$ cat config.mk
export PLATFORM = sky130hd
export DESIGN_NAME = load_store_unit
export DESIGN_NICKNAME = d
export VERILOG_FILES = /design/src/rtl/lsu_pkg.sv /design/src/rtl/lsu_lane_fmt.sv /design/src/rtl/load_store_unit.sv
export SDC_FILE = /design/constraint.sdc
export NUM_CORES = 1
export LEC_CHECK = 0
export BUFFER_PORTS_ARGS = -buffer_cell sky130_fd_sc_hd__buf_2
export CAP_MARGIN = 15
export CORE_MARGIN = 2
export CORE_UTILIZATION = 45
export DETAILED_ROUTE_END_ITERATION = 12
export PLACE_DENSITY_LB_ADDON = 0.2
export RECOVER_POWER = 25
export SKIP_LAST_GASP = 1
export SLEW_MARGIN = 0
export SYNTH_ARGS = -nofsm -noshare
export SYNTH_HDL_FRONTEND = slang
export SYNTH_HIERARCHICAL = 1
export SYNTH_SLANG_ARGS = --single-unit
$ cat constraint.sdc
create_clock -name clk -period 10.2 [get_ports clk]
set_input_delay 1.53 -clock clk [delete_from_list [all_inputs] [get_ports clk]]
set_output_delay 1.53 -clock clk [all_outputs]
set_load 0.05 [all_outputs]
$ cat src/rtl/lsu_pkg.sv
// Shared encodings for the load/store unit: access sizes and FSM states.
package lsu_pkg;

  localparam int unsigned WORD_W = 32;

  localparam logic [1:0] SZ_BYTE = 2'd0;
  localparam logic [1:0] SZ_HALF = 2'd1;
  localparam logic [1:0] SZ_WORD = 2'd2;

  typedef enum logic [2:0] {
    S_IDLE,
    S_ACC,
    S_RMW_RD,
    S_RMW_WR,
    S_DONE
  } state_t;

endpackage

$ cat src/rtl/lsu_lane_fmt.sv
// Lane formatting: load extract + sign/zero extend, sub-word store merge.
// LSU_BIG_ENDIAN_EN selects inverted byte/half lanes for both directions.
module lsu_lane_fmt
  import lsu_pkg::*;
(
  input  logic [1:0]        size,
  input  logic              is_unsigned,
  input  logic [1:0]        offset,
  input  logic [WORD_W-1:0] rdata,
  input  logic [WORD_W-1:0] wdata,
  output logic [WORD_W-1:0] load_data,
  output logic [WORD_W-1:0] merge_data
);

  logic [1:0]  lane;
  logic [7:0]  byte_sel;
  logic [15:0] half_sel;

`ifdef LSU_BIG_ENDIAN_EN
  assign lane = ~offset;
`else
  assign lane = offset;
`endif

  // Load path: pick the lane, then extend to a full word.
  always_comb begin
    byte_sel = rdata[7:0];
    case (lane)
      2'd1:    byte_sel = rdata[15:8];
      2'd2:    byte_sel = rdata[23:16];
      2'd3:    byte_sel = rdata[31:24];
      default: byte_sel = rdata[7:0];
    endcase
    half_sel = lane[1] ? rdata[31:16] : rdata[15:0];
    case (size)
      SZ_BYTE: load_data = {{24{~is_unsigned & byte_sel[7]}}, byte_sel};
      SZ_HALF: load_data = {{16{~is_unsigned & half_sel[15]}}, half_sel};
      default: load_data = rdata;
    endcase
  end

  // Store path: overwrite only the addressed lane(s) of the old word.
  always_comb begin
    merge_data = rdata;
    case (size)
      SZ_BYTE: begin
        case (lane)
          2'd1:    merge_data[15:8]  = wdata[7:0];
          2'd2:    merge_data[23:16] = wdata[7:0];
          2'd3:    merge_data[31:24] = wdata[7:0];
          default: merge_data[7:0]   = wdata[7:0];
        endcase
      end
      SZ_HALF: begin
        if (lane[1]) merge_data[31:16] = wdata[15:0];
        else         merge_data[15:0]  = wdata[15:0];
      end
      default: merge_data = wdata;
    endcase
  end

endmodule

$ cat src/rtl/load_store_unit.sv
// MEM-stage front end of the data cache: word-aligned accesses, RMW for sub-word
// stores, miss reissue. Build option LSU_BIG_ENDIAN_EN (see lsu_lane_fmt).
module load_store_unit
  import lsu_pkg::*;
#(
  parameter int unsigned ADDR_WIDTH = 32,
  parameter int unsigned DATA_WIDTH = 32
) (
  input  logic                  clk,
  input  logic                  rst,
  input  logic                  mem_req,
  input  logic                  mem_we,
  input  logic [1:0]            mem_size,
  input  logic                  mem_unsigned,
  input  logic [ADDR_WIDTH-1:0] mem_addr,
  input  logic [DATA_WIDTH-1:0] mem_wdata,
  output logic [DATA_WIDTH-1:0] mem_rdata,
  output logic                  mem_done,
  output logic                  mem_busy,
  output logic                  mem_misalign,
  output logic [ADDR_WIDTH-1:0] cache_addr,
  output logic [DATA_WIDTH-1:0] cache_wdata,
  output logic                  cache_en,
  output logic                  cache_wen,
  output logic                  cache_byte_en,
  input  logic [DATA_WIDTH-1:0] cache_rdata,
  input  logic                  cache_hit,
  input  logic                  cache_stall
);

  state_t                state;
  logic                  en_q;
  logic                  stalled;
  logic [1:0]            off_q;
  logic [1:0]            size_q;
  logic                  uns_q;
  logic                  we_q;
  logic [DATA_WIDTH-1:0] wdata_q;
  logic                  waiting;
  logic                  sub_word;
  logic                  reissue;
  logic [DATA_WIDTH-1:0] load_data;
  logic [DATA_WIDTH-1:0] merge_data;

  assign mem_misalign = (mem_size == SZ_HALF && mem_addr[0]) ||
                        (mem_size[1] && mem_addr[1:0] != 2'b00);
  assign sub_word     = mem_we && !mem_size[1];
  assign waiting      = (state == S_ACC) || (state == S_RMW_RD) || (state == S_RMW_WR);
  assign mem_busy     = waiting || (state == S_IDLE && mem_req && !mem_misalign);
  assign cache_byte_en = 1'b1;

  // Refill finished without a hit: replay the held access in this very cycle so the
  // post-refill hit lands as early as possible. Address/data registers are unchanged.
  assign reissue  = waiting && stalled && !cache_hit && !cache_stall;
  assign cache_en = en_q || reissue;

  lsu_lane_fmt u_fmt (
    .size        (size_q),
    .is_unsigned (uns_q),
    .offset      (off_q),
    .rdata       (cache_rdata),
    .wdata       (wdata_q),
    .load_data   (load_data),
    .merge_data  (merge_data)
  );

  always_ff @(posedge clk or posedge rst) begin
    if (rst) begin
      state       <= S_IDLE;
      en_q        <= 1'b0;
      stalled     <= 1'b0;
      cache_wen   <= 1'b0;
      cache_addr  <= '0;
      cache_wdata <= '0;
      mem_rdata   <= '0;
      mem_done    <= 1'b0;
      off_q       <= 2'b00;
      size_q      <= SZ_BYTE;
      uns_q       <= 1'b0;
      we_q        <= 1'b0;
      wdata_q     <= '0;
    end else begin
      en_q     <= 1'b0;
      mem_done <= 1'b0;
      case (state)
        S_IDLE: begin
          if (mem_req && !mem_misalign) begin
            en_q        <= 1'b1;
            stalled     <= 1'b0;
            cache_addr  <= {mem_addr[ADDR_WIDTH-1:2], 2'b00};
            cache_wen   <= mem_we && !sub_word;
            cache_wdata <= mem_wdata;
            off_q       <= mem_addr[1:0];
            size_q      <= mem_size;
            uns_q       <= mem_unsigned;
            we_q        <= mem_we;
            wdata_q     <= mem_wdata;
            state       <= sub_word ? S_RMW_RD : S_ACC;
          end
        end
        S_ACC: begin
          if (cache_hit) begin
            if (!we_q) mem_rdata <= load_data;
            mem_done <= 1'b1;
            state    <= S_DONE;
          end else begin
            stalled <= cache_stall;
          end
        end
        S_RMW_RD: begin
          if (cache_hit) begin
            en_q        <= 1'b1;
            stalled     <= 1'b0;
            cache_wen   <= 1'b1;
            cache_wdata <= merge_data;
            state       <= S_RMW_WR;
          end else begin
            stalled <= cache_stall;
          end
        end
        S_RMW_WR: begin
          if (cache_hit) begin
            mem_done <= 1'b1;
            state    <= S_DONE;
          end else begin
            stalled <= cache_stall;
          end
        end
        S_DONE: begin
          cache_wen <= 1'b0;
          state     <= S_IDLE;
        end
        default: state <= S_IDLE;
      endcase
    end
  end

endmodule
==> reports/qor.yml, run 1 <==
worst_setup_path:
  cp.required_ns: 8.67
  critPathLaunchType: "input pin"
  crit_buf_inv: 2
  path_cells: "clkbuf_1 -> or4b_2 -> o21bai_1 -> buf_2"
  critPathSlowestCell: "or4b_2"
  critical_path.max_stage_delay_ns: 0.65
  arrival_ns: 2.72
  critical-path-top-delay-family: "simple AND/OR/NAND/NOR gates"
  critPathMaxFanout: 7
  endpoint_kind: "output pin"
  crit_type: "input pin to output pin"
clocking:
  worstSkewPairLatency_ns: 0.42
  cts_root_buf: "clkbuf_16"
  cts_resized: 0
  clkSlewWorstSetupHoldPaths_ns: 0.06
  cts_setup_buffers: 0
  numCtsBuffers: 17
  clockBufferDepth: 2
  htreeDepth: 4
  cts_tree: "done"
  cts_hold_buf: 0
  cts_sinks: 139
pwr:
  p_leak_nw: 4.62
  total_power_mw: 3.75
  powerDensity_nw_per_um2: 405
  vdd_drop_max_v: 0.000232
global_route:
  grt_max_degree: 85
  grt_usage_pct: 23.2
  grt_use_met1_pct: 30.7
  met3_usage_pct: 6.58
  grt_overflow: 0
  met2_usage_pct: 37.0
  antenna_found_initial: 4
  grt_pass1_vias: 5842
  grt_pass1_wl_microns: 32200
  top_usage_layer: "met2"
drt:
  route.detailed.drc: 0
  drt_first_iter_violations: 393
  first_pass_iters: 5
  dr_total_vias: 5675
  vias_per_cell: 5.59
  ant_nets: 0
  drt-total-wl_microns: 20800
  wl_per_cell_microns: 20.4
synth:
  synthTopCellsByArea: "dfrtp_1 (45%), mux2_2 (18%), mux2_4 (11%)"
  ys_seq_elements: 139
  yosysTopAreaCell: "dfrtp_1"
  synth_edf_count: 0
  synthArstFlopShare_pct: 100
  synthFlopType: "dfrtp_1"
  ys_types: 46
  syn_inst: 604
  syn_area_sq_um: 7640
  syn_avg_cell_area_sq_um: 12.7
  ys_seq_area_share_pct: 45.5
  synth_warnings: 6
  yosys.area.top_type_share_pct: 45.5
finish:
  most-common-layout-cells: "buf_2 (196), dfrtp_1 (139), mux2_2 (120)"
  fin_util_pct: 55.8
  layout_commonest_cell: "buf_2"
  area_growth_pct: 21.1
  finalInstanceArea_sq_um: 9260
  final_nets: 886
  drive_above_1_share_pct: 53.5
  fill_cells: 1435
timing:
  timing.hold.ws_ns: 0.491
  finalCritPeriodShare_pct: 41.7
  tns_ns: 0
  rsz0062_at_grt: "false"
  finalClockSkew_ns: 0.00959
  clock.fmax_mhz: 235
  setup_viol: 0
  maxSlewHeadroom_pct: -147
  final.min_clock_period_ns: 4.25
  drv_slew: 85
  worst_pin_slew_ns: 3.68
  hold_viol_final: 0
run:
  maxCapViolCount: 1
run_status:
  violations: "max-capacitance violations, max-slew violations"
  status: "complete, but fails checks"
die:
  die_y_microns: 134
  design.core.area_sq_um: 16600
  io_pins: 207
  rows: 47
  die_w_microns: 134
  start_util_pct: 46.1
  dieArea_sq_um: 18000
place:
  place.gp.congestion: 0.889
  post-dp-hpwl_microns: 15000
  placed_area_sq_um: 8650
  io_buffer_count: 203
worst_hold_path:
  hold_class: "register to register"
-- synthesized netlist by cell type, types with 2 or more instances --
master      n
dfrtp_1   139
mux2_4     58
nand2_1    37
or3_1       2
buf_4       5
buf_1       2
mux2_1      2
mux2i_1    44
inv_1       5
conb_1      2
a211o_1     7
o21ai_0     9
nand3b_1    2
mux2_2    120
nor2_1     11
a221o_1     8
a32o_1      7
nor2b_1     4
and3_1      7
a221oi_1    3
a31oi_1     2
nand3_1    33
or2_2       3
buf_2      18
clkbuf_1   18
buf_12      3
nand2b_1    7
a21oi_1     7
o221ai_1   16
buf_6       7
-- through the flow --
step / cells / worst slack [ns]
finish: 1016 / 5.95
global route: 1014 / 5.39
CTS: 1013 / 5.97
detailed placement: 981 / 5.97
global placement: 981 / 5.98
floorplan: 605 / 4.95
-- kinds of logic after synthesis --
logic type	after synthesis	share of synthesized area [%]
mux	224	35.1
flops	139	45.5
simple gates	115	7.58
compound gates	65	6.91
buf+inv	59	4.80
other cells	2	0.0982
-- layout make-up --
cell class | count | area, sq um | area share [%]
multi-input cells | 407 | 3810 | 41.1
repair buffers | 210 | 1080 | 11.7
diodes | 2 | 5.00 | 0.0541
flip-flops and latches | 139 | 3480 | 37.6
clock inverters | 14 | 145 | 1.57
inverters | 6 | 26.3 | 0.284
clock buffers | 18 | 439 | 4.74
well taps | 220 | 275 | 2.97
-- metal layers --
metal | part of all wire (%) | vias up
li1 | - | 2575
met1 | 43 | 2803
met2 | 47 | 265
met3 | 8.2 | 28
met4 | 1.8 | 4
met5 | 0.10 | -
-- registers in the layout (all words and copies together) (netlist names), 2 cells and up --
register / count
cache_addr: 30
cache_wdata: 32
mem_rdata: 32
off_q: 2
size_q: 2
state: 3
wdata_q: 32
-- final timing paths --
kind                                          endpoint  depth (start not counted)  slack (ns)                         from
max reg2reg                cache_wdata[31]$_DFFE_PP0P_                          5        7.14         state[0]$_DFFE_PP0P_
max                                           cache_en                          4        5.95                    cache_hit
min reg2reg                cache_wdata[29]$_DFFE_PP0P_                          1        0.49  cache_wdata[29]$_DFFE_PP0P_
min in group asynchronous   cache_addr[28]$_DFFE_PP0P_                          2        2.19                          rst
max in group asynchronous           mem_done$_DFF_PP0_                          3        6.08                          rst
min                        cache_wdata[29]$_DFFE_PP0P_                          1        0.49  cache_wdata[29]$_DFFE_PP0P_
-- worst register-to-register path, stage by stage, from the launching register on --
cell,delay (ns)
dfrtp_1,0.57
nor3_2,0.11
nand4_1,0.10
buf_4,0.70
o21a_2,1.04
mux2_2,0.43
-- where the power goes --
| part | switching, mW | internal [mW] |
|---|---|---|
| Clock | 0.248 | 0.367 |
| Sequential | 0.236 | 0.830 |
| Combinational | 1.28 | 0.781 |
(Power assumes the default switching activity.)
==> inputs of run 2 (changes only) <==
==> constraint.sdc (replaced) <==
create_clock -name clk -period 3.92 [get_ports clk]
set_input_delay 0.588 -clock clk [delete_from_list [all_inputs] [get_ports clk]]
set_output_delay 0.588 -clock clk [all_outputs]
set_load 0.05 [all_outputs]
==> reports/qor.yml, run 2 (synthesized netlist as in run 1, its figures left out) <==
drt:
  first_pass_iters: 6  # was 5
  vias_per_cell: 5.69  # was 5.59
  drt_first_iter_violations: 422  # was 393
  dr_total_vias: 5800  # was 5675
  drt-total-wl_microns: 21500  # was 20800 microns
  wl_per_cell_microns: 21.1  # was 20.4 microns
  route.detailed.drc: 0  # unchanged
  ant_nets: 0  # unchanged
global_route:
  grt_pass1_vias: 5979  # was 5842
  antenna_found_initial: 4  # unchanged
  grt_pass1_wl_microns: 33500  # was 32200 microns
  grt_overflow: 0  # unchanged
  grt_max_degree: 69  # was 85
  grt_usage_pct: 24.2  # was 23.2%
clocking:
  cts_root_buf: "clkbuf_16"  # unchanged
  cts_tree: "done"  # unchanged
  cts_setup_buffers: 0  # unchanged
  cts_hold_buf: 0  # unchanged
  worstSkewPairLatency_ns: 0.42  # about the same
  clkSlewWorstSetupHoldPaths_ns: 0.07  # was 0.06 ns
  cts_resized: 0  # unchanged
  cts_sinks: 139  # unchanged
  htreeDepth: 4  # unchanged
  numCtsBuffers: 17  # unchanged
  clockBufferDepth: 2  # unchanged
finish:
  drive_above_1_share_pct: 54.5  # was 53.5%
  layout_commonest_cell: "buf_2"  # unchanged
  regArea_sq_um: 3480  # unchanged
  multi_input_area_sq_um: 3810  # unchanged
  fill_cells: 1497  # was 1435
  top_regs: "cache_wdata: 32 flops, mem_rdata: 32 flops, wdata_q: 32 flops"  # unchanged
  area_growth_pct: 21.4  # was 21.1%
  most-common-layout-cells: "buf_2 (203), dfrtp_1 (139), mux2_2 (120)"  # was buf_2 (196), dfrtp_1 (139), mux2_2 (120)
  final_nets: 889  # was 886
timing:
  finalClockSkew_ns: 0.00687  # was 0.00959 ns
  maxSlewHeadroom_pct: -6.72  # was -147%
  rsz0062_at_grt: "false"  # unchanged
  drv_slew: 32  # was 85
  tns_ns: 0  # unchanged
  clock.fmax_mhz: 350
  final.min_clock_period_ns: 2.86
  hold_viol_final: 0  # unchanged
  setup_viol: 0  # unchanged
  worst_pin_slew_ns: 1.60  # was 3.68 ns
  finalCritPeriodShare_pct: 73.0
worst_setup_path:
  critPathLaunchType: "register"  # was input pin
  critPathMaxFanout: 31  # was 7
  cp.required_ns: 4.23  # was 8.67 ns
  endpoint_kind: "register"  # was output pin
  crit_type: "register to register"  # was input pin to output pin
  arrival_ns: 3.17  # was 2.72 ns
pwr:
  vdd_drop_max_v: 0.000579  # was 0.000232 V
  powerDensity_nw_per_um2: 1050  # was 405 nW/um^2
  p_leak_nw: 4.65  # was 4.62 nW
  total_power_mw: 9.75  # was 3.75 mW
die:
  dieArea_sq_um: 18000  # unchanged
  die_y_microns: 134  # unchanged
  rows: 47  # unchanged
  die_w_microns: 134  # unchanged
  design.core.area_sq_um: 16600  # unchanged
  io_pins: 207  # unchanged
  start_util_pct: 46.1  # unchanged
run_status:
  violations: "max-capacitance violations, max-slew violations"  # unchanged
  status: "complete, but fails checks"  # unchanged
run:
  maxCapViolCount: 1  # unchanged
worst_hold_path:
  hold_class: "input pin to asynchronous set/reset pin"  # was register to register
place:
  place.gp.congestion: 0.884  # was 0.889
  io_buffer_count: 203  # unchanged
  post-dp-hpwl_microns: 15600  # was 15000 microns
==> run 2: cell types whose count changed in the layout (fill, tap and decap cells not counted) <==
cell        before  now
clkinvlp_4       1    2
clkbuf_8         1    0
buf_2          196  203
buf_16           1    0
inv_6            3    4
buf_4            6    8
o21ai_0         10    9
o21ai_1          0    1
clkbuf_1         7    1
clkinv_4         3    5
buf_12           0    1
clkinv_2         5    2
==> run 2: layout make-up <==
class                      instances  area share (%)
multi-input combinational        407            41.0
sequential                       139            37.5
timing repair buffer             213            11.8
clock buffer                      17            4.58
tap                              220            2.97
clock inverter                    15            1.77
inverter                           6           0.283
antenna                            2          0.0539
==> run 2: stage by stage <==
stage               setup WS, ns  utilization [%]  area (sq um)  hold WS, ns  instances
CTS                         1.07             56.0          9280        0.192       1017
detailed placement          1.08             52.4          8690        0.488        985
global placement            1.15             52.4          8690        0.475        985
finish                      1.06             56.0          9280        0.323       1019
floorplan                   1.34                -          7650        0.472        605
global route               0.881             56.0          9280        0.376       1018
==> run 2: critical path, stage by stage (launching register included) <==
cell,delay [ns]
dfrtp_1,0.80
nor2b_1,0.97
mux2i_1,0.27
o221ai_1,0.13
mux2_2,0.31
mux2_4,0.26
==> run 2: path summary, 6_finish.rpt <==
kind / from / endpoint / slack [ns] / depth (start not counted)
max reg2reg: off_q[0]$_DFFE_PP0P_ / cache_wdata[21]$_DFFE_PP0P_ / 1.06 / 5
min reg2reg: cache_addr[11]$_DFFE_PP0P_ / cache_addr[11]$_DFFE_PP0P_ / 0.50 / 1
max in group asynchronous: rst / cache_addr[30]$_DFFE_PP0P_ / 1.65 / 3
max: off_q[0]$_DFFE_PP0P_ / cache_wdata[21]$_DFFE_PP0P_ / 1.06 / 5
min: rst / cache_addr[17]$_DFFE_PP0P_ / 0.32 / 2
min in group clk: mem_addr[13] / cache_addr[13]$_DFFE_PP0P_ / 0.39 / 2
==> run 2: per-layer routing <==
metal | up-vias | GRT usage [%] | share of wire, %
met5 | - | 0 | 0.074
met4 | 2 | 9.47 | 3.2
met3 | 51 | 7.26 | 9.7
met2 | 298 | 37.0 | 45
met1 | 2876 | 32.2 | 42
li1 | 2573 | - | -
==> run 2: where the power goes <==
| part | switching [mW] | internal [mW] |
|---|---|---|
| logic | 3.24 | 2.02 |
| clock network | 0.667 | 0.946 |
| registers | 0.721 | 2.15 |
| total | 4.63 | 5.13 |
==> inputs of run 3 (changes only) <==
--- a/config.mk
+++ b/config.mk
@@ -5,6 +5,7 @@
 export SDC_FILE = /design/constraint.sdc
 export NUM_CORES = 1
 export LEC_CHECK = 0
+export ABC_AREA = 1
 export BUFFER_PORTS_ARGS = -buffer_cell sky130_fd_sc_hd__buf_2
 export CAP_MARGIN = 15
 export CORE_MARGIN = 2
==> constraint.sdc (replaced) <==
create_clock -name clk -period 2.7 [get_ports clk]
set_input_delay 0.405 -clock clk [delete_from_list [all_inputs] [get_ports clk]]
set_output_delay 0.405 -clock clk [all_outputs]
set_load 0.05 [all_outputs]
==> reports/qor.yml, run 3 <==
worst_setup_path:
  critPathMaxFanout: 21  # was 31
  arrival_ns: 2.01  # was 3.17 ns
  critPathSlowestCell: "dfrtp_1"  # was nor2b_1
  path_cells: "inv_1 -> nand2_4 -> nor2_4 -> nand3_4 -> o21ai_0 -> buf_2"  # was nor2b_1 -> mux2i_1 -> o221ai_1 -> mux2_2 -> mux2_4
  cp.required_ns: 2.30  # was 4.23 ns
  crit_type: "register to output pin"  # was register to register
  critPathLaunchType: "register"  # unchanged
  critical-path-top-delay-family: "buffers and inverters"  # was simple AND/OR/NAND/NOR gates
  crit_buf_inv: 2  # was 0
  endpoint_kind: "output pin"  # was register
  critical_path.max_stage_delay_ns: 0.40  # was 0.97 ns
die:
  dieArea_sq_um: 18600  # was 18000 sq um
  io_pins: 207  # unchanged
  design.core.area_sq_um: 17200  # was 16600 sq um
  die_w_microns: 136  # was 134 microns
  rows: 48  # was 47
  die_y_microns: 136  # was 134 microns
  start_util_pct: 45.8  # was 46.1%
drt:
  drt-total-wl_microns: 23100  # was 21500 microns
  wl_per_cell_microns: 15.7  # was 21.1 microns
  vias_per_cell: 5.20  # was 5.69
  dr_total_vias: 7631  # was 5800
  drt_first_iter_violations: 688  # was 422
  route.detailed.drc: 0  # unchanged
  first_pass_iters: 8  # was 6
  ant_nets: 0  # unchanged
clocking:
  clockBufferDepth: 2  # unchanged
  cts_resized: 0  # unchanged
  cts_tree: "done"  # unchanged
  htreeDepth: 4  # unchanged
  cts_sinks: 139  # unchanged
  cts_setup_buffers: 0  # unchanged
  cts_root_buf: "clkbuf_16"  # unchanged
  worstSkewPairLatency_ns: 0.43  # was 0.42 ns
  clkSlewWorstSetupHoldPaths_ns: 0.06  # was 0.07 ns
  numCtsBuffers: 17  # unchanged
timing:
  drv_slew: 0  # was 32
  finalClockSkew_ns: 0.00839  # was 0.00687 ns
  tns_ns: 0  # unchanged
  finalCritPeriodShare_pct: 89.5
  worst_pin_slew_ns: 1.14  # was 1.60 ns
  final.min_clock_period_ns: 2.42
  clock.fmax_mhz: 414
  maxSlewHeadroom_pct: 24.0  # was -6.72%
  hold_viol_final: 0  # unchanged
  rsz0062_at_grt: "false"  # unchanged
  setup_viol: 0  # unchanged
finish:
  fin_util_pct: 55.1  # was 56.0%
  most-common-layout-cells: "nand2_1 (319), buf_2 (203), dfrtp_1 (139)"  # was buf_2 (203), dfrtp_1 (139), mux2_2 (120)
  layout_commonest_cell: "nand2_1"  # was buf_2
  finalInstanceArea_sq_um: 9500  # was 9280 sq um
  top_regs: "cache_wdata: 32 flops, mem_rdata: 32 flops, wdata_q: 32 flops"  # unchanged
  area_growth_pct: 20.5  # was 21.4%
  drive_above_1_share_pct: 25.6  # was 54.5%
  final_nets: 1333  # was 889
  fill_cells: 1707  # was 1497
place:
  placed_area_sq_um: 8910  # was 8690 sq um
  post-dp-hpwl_microns: 16900  # was 15600 microns
  place.gp.congestion: 0.980  # was 0.884
  io_buffer_count: 203  # unchanged
synth:
  yosys.area.top_type_share_pct: 44.1  # was 45.5%
  syn_avg_cell_area_sq_um: 7.46  # was 12.7 sq um
  synth_edf_count: 0  # unchanged
  synthTopCellsByArea: "dfrtp_1 (44%), nand2_1 (15%), nand3_1 (6.2%)"  # was dfrtp_1 (45%), mux2_2 (18%), mux2_4 (11%)
  synth_warnings: 6  # unchanged
  syn_inst: 1058  # was 604
  post-synth-top-count-cell: "nand2_1"  # was dfrtp_1
  ys_types: 33  # was 46
  synthArstFlopShare_pct: 100  # unchanged
  synth_common_cells: "nand2_1 (319), dfrtp_1 (139), inv_1 (105)"  # was dfrtp_1 (139), mux2_2 (120), mux2_4 (58)
  syn_area_sq_um: 7890  # was 7640 sq um
  ys_seq_elements: 139  # unchanged
  synthFlopType: "dfrtp_1"  # unchanged
  yosysTopAreaCell: "dfrtp_1"  # unchanged
  ys_seq_area_share_pct: 44.1  # was 45.5%
run:
  maxCapViolCount: 0  # was 1
global_route:
  top_usage_layer: "met2"  # unchanged
  grt_pass1_wl_microns: 36700  # was 33500 microns
  grt_usage_pct: 25.7  # was 24.2%
  grt_max_degree: 84  # was 69
  met2_usage_pct: 37.2  # was 37.0%
  met3_usage_pct: 7.16  # was 7.26%
  antenna_found_initial: 1  # was 4
  grt_use_met1_pct: 36.2  # was 32.2%
  grt_pass1_vias: 6942  # was 5979
  grt_overflow: 0  # unchanged
pwr:
  powerDensity_nw_per_um2: 1440  # was 1050 nW/um^2
  p_leak_nw: 5.36  # was 4.65 nW
  total_power_mw: 13.6  # was 9.75 mW
  vdd_drop_max_v: 0.000862  # was 0.000579 V
run_status:
  status: "finished clean"  # was complete, but fails checks
worst_hold_path:
  hold_class: "input pin to register"  # was input pin to asynchronous set/reset pin
run 3: changes by cell type after synthesis, sizes merged, moves of 17 or more:
cell,before,now
mux2i,44,0
a21oi,7,91
mux2,180,0
nor2,11,64
nand2,37,324
inv,6,112
buf,35,52
nand3,34,121
o21ai,10,118
run 3: path summary, 6_finish.rpt:
check	slack [ns]	from	depth (start not counted)	to
setup / recovery	0.28	state[0]$_DFFE_PP0P_	6	mem_busy
hold / removal	0.20	mem_addr[13]	3	cache_addr[13]$_DFFE_PP0P_
setup reg to reg	0.61	size_q[0]$_DFFE_PP0P_	10	cache_wdata[2]$_DFFE_PP0P_
hold reg to reg	0.47	mem_rdata[16]$_DFFE_PP0P_	2	mem_rdata[16]$_DFFE_PP0P_
max in group asynchronous	0.63	rst	4	cache_wdata[20]$_DFFE_PP0P_
min in group asynchronous	0.53	rst	3	mem_rdata[23]$_DFFE_PP0P_
run 3: metrics by stage:
stage | cells | hold WS (ns) | setup slack, ns
2_1_floorplan | 1059 | 0.442 | 0.560
3_3_place_gp | 1433 | 0.395 | 0.673
3_5_place_dp | 1433 | 0.400 | 0.680
4_1_cts | 1466 | 0.193 | 0.346
5_1_grt | 1467 | 0.199 | 0.138
6_report | 1467 | 0.203 | 0.283
run 3: layout make-up:
| class | count | area [sq um] | area share, % |
|---|---|---|---|
| multi-input cells | 738 | 3540 | 37.2 |
| inverters | 112 | 424 | 4.46 |
| clock inverters | 13 | 166 | 1.75 |
| repair buffers | 220 | 1170 | 12.3 |
| well taps | 225 | 282 | 2.96 |
| diodes | 1 | 2.50 | 0.0263 |
| clock buffers | 19 | 443 | 4.66 |
| flip-flops and latches | 139 | 3480 | 36.6 |
run 3: tightest hold or removal path, cell delays in order:
cell and delay (ns):
buf_2 0.09, inv_1 0.04, o21ai_1 0.05
run 3: what timing repair did:
item                                   in CTS  in global routing
endpoints found under the hold margin      10                  0
setup endpoints to repair                   0                  0
hold buffers                                1                  0
run 3: cell families (layout without fill, tap and decap cells):
family	Yosys count	in the layout	synth area share (%)
compound gates	222	222	15.8
buf+inv	182	364	11.2
flops	139	139	44.1
other cells	2	4	0.0952
simple gates	513	513	28.8
run 3: layer usage:
metal  vias to the layer above  part of all wire [%]
met4                         0                   2.7
li1                       3739                     -
met1                      3523                    45
met5                         -                     0
met3                        50                   8.8
met2                       319                    43
run 3: where the power goes:
group | leakage [nW] | internal (mW) | total, mW | switching [mW]
combinational | 3.33 | 1.94 | 7.47 | 5.53
sequential | 1.75 | 3.05 | 3.74 | 0.692
clock | 0.290 | 1.48 | 2.44 | 0.952
